<file path="config.mk">
export PLATFORM = sky130hd
export DESIGN_NAME = mem_arbiter_flat
export DESIGN_NICKNAME = d
export VERILOG_FILES = /design/src/rtl/mem_arbiter_if.sv /design/src/rtl/mem_arbiter.sv /design/src/flat_wrapper.sv
export SDC_FILE = /design/constraint.sdc
export NUM_CORES = 1
export LEC_CHECK = 0
export ABC_CLOCK_PERIOD_IN_PS = 900
export BUFFER_PORTS_ARGS = -buffer_cell sky130_fd_sc_hd__buf_2
export CORE_MARGIN = 2
export CORE_UTILIZATION = 30
export CTS_CLUSTER_SIZE = 14
export DETAILED_ROUTE_END_ITERATION = 6
export PLACE_DENSITY = 0.79
export SETUP_SLACK_MARGIN = 0.02
export SLEW_MARGIN = 30
export SYNTH_ARGS = -nofsm -noshare
export SYNTH_HDL_FRONTEND = slang
export SYNTH_SLANG_ARGS = --single-unit
</file>
<file path="constraint.sdc">
create_clock -name clk -period 0.9 [get_ports clk]
set_input_delay 0.045 -clock clk [delete_from_list [all_inputs] [get_ports clk]]
set_output_delay 0.045 -clock clk [all_outputs]
set_load 0.005 [all_outputs]
</file>
<file path="src/rtl/mem_arbiter_if.sv">
// Bus bundle between the CPU/DMA requesters, the one-cycle RAM and mem_arbiter.
// The arbiter uses the slave modport; requesters plus RAM sit on the master side.
interface mem_arbiter_if #(
    parameter int ADDR_W = 9,
    parameter int DATA_W = 16
);
    logic [1:0]        cpu_mem_cmd;
    logic [ADDR_W-1:0] cpu_addr;
    logic [DATA_W-1:0] cpu_wdata;
    logic [DATA_W-1:0] cpu_rdata;
    logic              cpu_stall;

    logic              dma_req;
    logic              dma_we;
    logic [ADDR_W-1:0] dma_addr;
    logic [DATA_W-1:0] dma_wdata;
    logic              dma_gnt;
    logic [DATA_W-1:0] dma_rdata;
    logic              dma_rvalid;

    logic [ADDR_W-1:0] ram_addr;
    logic [DATA_W-1:0] ram_wdata;
    logic              ram_we;
    logic [DATA_W-1:0] ram_rdata;

    modport slave (
        input  cpu_mem_cmd, cpu_addr, cpu_wdata,
        input  dma_req, dma_we, dma_addr, dma_wdata,
        input  ram_rdata,
        output cpu_rdata, cpu_stall,
        output dma_gnt, dma_rdata, dma_rvalid,
        output ram_addr, ram_wdata, ram_we
    );

    modport master (
        output cpu_mem_cmd, cpu_addr, cpu_wdata,
        output dma_req, dma_we, dma_addr, dma_wdata,
        output ram_rdata,
        input  cpu_rdata, cpu_stall,
        input  dma_gnt, dma_rdata, dma_rvalid,
        input  ram_addr, ram_wdata, ram_we
    );
endinterface

</file>
<file path="src/rtl/mem_arbiter.sv">
// Single-port RAM arbiter: CPU has priority, DMA wins idle cycles. Define
// MEM_ARB_FAIR_EN to let DMA force a win after MAX_WAIT consecutive denials.
module mem_arbiter #(
    parameter int ADDR_W   = 9,
    parameter int DATA_W   = 16,
    parameter int MAX_WAIT = 3
) (
    input  logic          clk,
    input  logic          reset,
    mem_arbiter_if.slave  bus
);

    typedef enum logic [1:0] {
        OWN_NONE = 2'd0,
        OWN_CPU  = 2'd1,
        OWN_DMA  = 2'd2
    } owner_e;

    if (MAX_WAIT < 1 || MAX_WAIT > 15) begin : g_max_wait_range
        $error("mem_arbiter: MAX_WAIT must be in 1..15");
    end

    owner_e            rd_owner_q, rd_owner_d;
    logic [ADDR_W-1:0] ram_addr_q, ram_addr_d;
    logic [DATA_W-1:0] ram_wdata;
    logic              ram_we;

    logic cpu_wr, cpu_rd, cpu_req;
    logic dma_win, cpu_win;

    // Command 10 decodes to neither read nor write, so it never requests or stalls.
    assign cpu_wr  = (bus.cpu_mem_cmd == 2'b01);
    assign cpu_rd  = (bus.cpu_mem_cmd == 2'b11);
    assign cpu_req = cpu_wr || cpu_rd;

`ifdef MEM_ARB_FAIR_EN
    logic [3:0] wait_cnt_q, wait_cnt_d;
    logic       dma_force;

    assign dma_force = (wait_cnt_q == 4'(MAX_WAIT));
    assign dma_win   = bus.dma_req && (!cpu_req || dma_force);

    // A denial only happens below MAX_WAIT, so the increment saturates by construction.
    always_comb begin
        wait_cnt_d = 4'd0;
        if (bus.dma_req && !dma_win) begin
            wait_cnt_d = wait_cnt_q + 4'd1;
        end
    end

    always_ff @(posedge clk or posedge reset) begin
        if (reset) begin
            wait_cnt_q <= 4'd0;
        end else begin
            wait_cnt_q <= wait_cnt_d;
        end
    end
`else
    assign dma_win = bus.dma_req && !cpu_req;
`endif

    assign cpu_win = cpu_req && !dma_win;

    // NOTE: every output gets a default before the branches so no latch is inferred.
    always_comb begin
        ram_addr_d = ram_addr_q;
        ram_wdata  = '0;
        ram_we     = 1'b0;
        rd_owner_d = OWN_NONE;
        if (dma_win) begin
            ram_addr_d = bus.dma_addr;
            ram_wdata  = bus.dma_wdata;
            ram_we     = bus.dma_we;
            rd_owner_d = bus.dma_we ? OWN_NONE : OWN_DMA;
        end else if (cpu_win) begin
            ram_addr_d = bus.cpu_addr;
            ram_wdata  = bus.cpu_wdata;
            ram_we     = cpu_wr;
            rd_owner_d = cpu_rd ? OWN_CPU : OWN_NONE;
        end
    end

    // NOTE: state updates use non-blocking assignments so all flops sample together.
    always_ff @(posedge clk or posedge reset) begin
        if (reset) begin
            rd_owner_q <= OWN_NONE;
            ram_addr_q <= '0;
        end else begin
            rd_owner_q <= rd_owner_d;
            ram_addr_q <= ram_addr_d;
        end
    end

    assign bus.ram_addr   = ram_addr_d;
    assign bus.ram_wdata  = ram_wdata;
    assign bus.ram_we     = ram_we;

    assign bus.cpu_stall  = cpu_req && dma_win;
    assign bus.dma_gnt    = dma_win;

    assign bus.cpu_rdata  = bus.ram_rdata;
    assign bus.dma_rdata  = bus.ram_rdata;
    assign bus.dma_rvalid = (rd_owner_q == OWN_DMA);

endmodule

</file>
<file path="src/flat_wrapper.sv">
// flat-port wrapper written by rule: the top's interface ports become plain ports
module mem_arbiter_flat 
#(
    parameter int ADDR_W   = 9,
    parameter int DATA_W   = 16,
    parameter int MAX_WAIT = 3
)
  (clk, reset, bus_cpu_mem_cmd, bus_cpu_addr, bus_cpu_wdata, bus_dma_req, bus_dma_we, bus_dma_addr, bus_dma_wdata, bus_ram_rdata, bus_cpu_rdata, bus_cpu_stall, bus_dma_gnt, bus_dma_rdata, bus_dma_rvalid, bus_ram_addr, bus_ram_wdata, bus_ram_we);
  mem_arbiter_if #(.ADDR_W(ADDR_W), .DATA_W(DATA_W)) bus_i ();
  input  logic clk;
  input  logic reset;
  input wire logic [$bits(bus_i.cpu_mem_cmd)-1:0] bus_cpu_mem_cmd;
  input wire logic [$bits(bus_i.cpu_addr)-1:0] bus_cpu_addr;
  input wire logic [$bits(bus_i.cpu_wdata)-1:0] bus_cpu_wdata;
  input wire logic [$bits(bus_i.dma_req)-1:0] bus_dma_req;
  input wire logic [$bits(bus_i.dma_we)-1:0] bus_dma_we;
  input wire logic [$bits(bus_i.dma_addr)-1:0] bus_dma_addr;
  input wire logic [$bits(bus_i.dma_wdata)-1:0] bus_dma_wdata;
  input wire logic [$bits(bus_i.ram_rdata)-1:0] bus_ram_rdata;
  output wire logic [$bits(bus_i.cpu_rdata)-1:0] bus_cpu_rdata;
  output wire logic [$bits(bus_i.cpu_stall)-1:0] bus_cpu_stall;
  output wire logic [$bits(bus_i.dma_gnt)-1:0] bus_dma_gnt;
  output wire logic [$bits(bus_i.dma_rdata)-1:0] bus_dma_rdata;
  output wire logic [$bits(bus_i.dma_rvalid)-1:0] bus_dma_rvalid;
  output wire logic [$bits(bus_i.ram_addr)-1:0] bus_ram_addr;
  output wire logic [$bits(bus_i.ram_wdata)-1:0] bus_ram_wdata;
  output wire logic [$bits(bus_i.ram_we)-1:0] bus_ram_we;
  assign bus_i.cpu_mem_cmd = bus_cpu_mem_cmd;
  assign bus_i.cpu_addr = bus_cpu_addr;
  assign bus_i.cpu_wdata = bus_cpu_wdata;
  assign bus_i.dma_req = bus_dma_req;
  assign bus_i.dma_we = bus_dma_we;
  assign bus_i.dma_addr = bus_dma_addr;
  assign bus_i.dma_wdata = bus_dma_wdata;
  assign bus_i.ram_rdata = bus_ram_rdata;
  assign bus_cpu_rdata = bus_i.cpu_rdata;
  assign bus_cpu_stall = bus_i.cpu_stall;
  assign bus_dma_gnt = bus_i.dma_gnt;
  assign bus_dma_rdata = bus_i.dma_rdata;
  assign bus_dma_rvalid = bus_i.dma_rvalid;
  assign bus_ram_addr = bus_i.ram_addr;
  assign bus_ram_wdata = bus_i.ram_wdata;
  assign bus_ram_we = bus_i.ram_we;
  mem_arbiter #(.ADDR_W(ADDR_W), .DATA_W(DATA_W), .MAX_WAIT(MAX_WAIT)) u_core (.clk(clk), .reset(reset), .bus(bus_i));
endmodule
</file>
==> metrics.txt <==
maximum fanout along the worst path=2; max_cap viols=0; Synth cell types=15; filler cell count=280; wirelength, routed=2.59 mm; number of global-route vias before repair=752; post-synth top area cell=dfrtp_1; Tmin final=1060 ps; GR Util met2=20.8%; most common cell after layout, fill and taps aside=buf_2; Tot GR Track Use=12.3%; clock latency on the worst-skew pair=260 ps; top cells by area, synth=dfrtp_1, buf_4, a22o_1, mux2i_1, o21ai_0; Via Count=911; Synth top area share=29.4%; DP HPWL=1.96 mm; I/O pin count=133; failing checks=setup timing; max-slew violations=0; Initial Utilization=31.2%; Syn Area/Cell=9.19 µm²; kind of critical path=flop to output pin; # diodes=0; row cnt=20; global placer's final weighted congestion=0.689; worst r2r path cells=4; RSZ-0062 raised after global routing=yes; Core Area=3000 µm²; commonest cells after routing, fill and taps aside=buf_2, a22o_1, dfrtp_1; Vias per Instance=4.65; status=finished, violations left; Multi-input gate area=355 µm²; input/output buffers=83; worst r2r dst=u_core.ram_addr_q[6]$_DFF_PP0_; clock skew=0 ps; Setup violations, final=11; largest net degree at the start of global routing=34; met1 usage=14.3%; chip width=59.9 µm; Area Overhead vs Synth=36.2%; drt first pass iters=4; first-pass GRT wire length=3.33 mm; cells after synthesis=102; # DRC=0; GRT busiest layer=met2; Synthesized Nets=174; cell area after synthesis=937 µm²; Seq cells post-synth=11; min-delay src=bus_cpu_addr[0]; CTS tree=yes; layout cell share with drive strength beyond 1=60.7%; Final WS setup=-158 ps; Die Ht=59.9 µm; Detail Route Antenna Nets=0; final period utilization=118%; Reg-to-Reg Start=u_core.ram_addr_q[6]$_DFF_PP0_; nets=236; max frequency=945 MHz; sequential fraction of the synthesis area=29.4%; clock transition at the registers of the reported paths=60 ps; Synthesis Warnings=0; hold path depth=3; clock buffer depth=2; CTS Sinks=11; final hold violations=0; CTS Buf Count=3; initial antenna violation count=0; Hold Path End=u_core.ram_addr_q[0]$_DFF_PP0_; Critical Path Sink Type=output pin; met3 Use GR=2.38%; Storage cell area=275 µm²; Pwr Density=1080 nW/µm²; total global routing overflow=0; IR drop worst, VDD=0.299 mV; WP data arrival=1010 ps; setup slack at placement=10.8 ps; die area=3590 µm²; P_leak=0.751 nW; startpoint types=flop; Root Buffer=clkbuf_4; Finished Layout Cells=196; placed insts=183; r2r setup slk=-60 ps; H-tree depth=1; Hold Crit Class=input port to flop; initial drt markers=33; WL/cell=13.2 µm; Crit path required time=850 ps
## power breakdown
part | internal, W | switching, W | total [W] | leakage (nW)
combinational | 0.000307 | 0.000212 | 0.000519 | 0.601
sequential | 0.000535 | 0.0000103 | 0.000545 | 0.135
clock | 0.000171 | 0.000146 | 0.000318 | 0.0150
## cell type report
type | instances | area share [%]
Multi-Input combinational cell | 49 | 27.8
Inverter | 2 | 0.588
Tap cell | 33 | 3.24
Timing Repair Buffer | 97 | 44.7
Clock buffer | 4 | 2.06
Sequential cell | 11 | 21.6
## worst max-delay path by stage
| stage | startpoint | endpoint |
|---|---|---|
| after floorplan | bus_dma_req | u_core.rd_owner_q[1]$_DFF_PP0_ |
| after global placement | bus_cpu_mem_cmd[0] | bus_ram_addr[4] |
| after detailed placement | bus_dma_req | bus_ram_addr[4] |
| after CTS | u_core.ram_addr_q[4]$_DFF_PP0_ | bus_ram_addr[4] |
| after global routing | u_core.ram_addr_q[6]$_DFF_PP0_ | bus_ram_addr[6] |
| final | u_core.ram_addr_q[6]$_DFF_PP0_ | bus_ram_addr[6] |
## per-layer routing
metal,share of wire (%),up-vias
met1,39,397
met4,2.9,0
li1,-,440
met2,47,59
met5,0,-
met3,11,15
## what timing repair did
action                                 4_1_cts  5_1_grt
gates cloned                                 0        0
gates resized for setup                      9        2
setup endpoints to repair                   10       12
buffers inserted                             4        4
pin swaps                                    4        5
hold buffers                                 2        0
endpoints found under the hold margin       12        0
## state kept, by name, indices dropped and copies added, names as in the netlist
| signal | cells |
|---|---|
| u_core.ram_addr_q | 9 |
| u_core.rd_owner_q | 2 |
## kinds of logic after synthesis
| kind of cell | count (synthesis) | share of synthesized area, % |
|---|---|---|
| flops | 11 | 29.4 |
| mux | 9 | 9.61 |
| simple gates | 13 | 7.21 |
| buf+inv | 42 | 32.7 |
| compound gates | 26 | 20.7 |
| other cells | 1 | 0.400 |
## cell usage after synthesis, drive strengths merged
master / n
buf: 38
a22o: 17
dfrtp: 11
mux2i: 9
nand2: 9
o21ai: 9
clkbuf: 2
inv: 2
nor2b: 2
and2: 1
and2b: 1
conb: 1
## worst max-delay path: stages (launching register included)
cell	delay, ps
dfrtp_1	370
mux2i_1	160
o21ai_1	90
buf_2	130
## stage by stage
stage,instance area (µm²),hold slack (ps),utilization (%),setup TNS (ps),power [W]
finish,1280,24.1,42.5,-1140,0.00138
global route,1280,27.0,42.5,-1980,0.00149
CTS,1250,10.7,41.5,-1150,0.00138
detailed placement,1170,57.7,39.0,0,0.00101
global placement,1170,53.1,39.0,0,0.00100
floorplan,937,-103,-,0,0.000870
No activity file was read; power rests on OpenSTA's default activity.
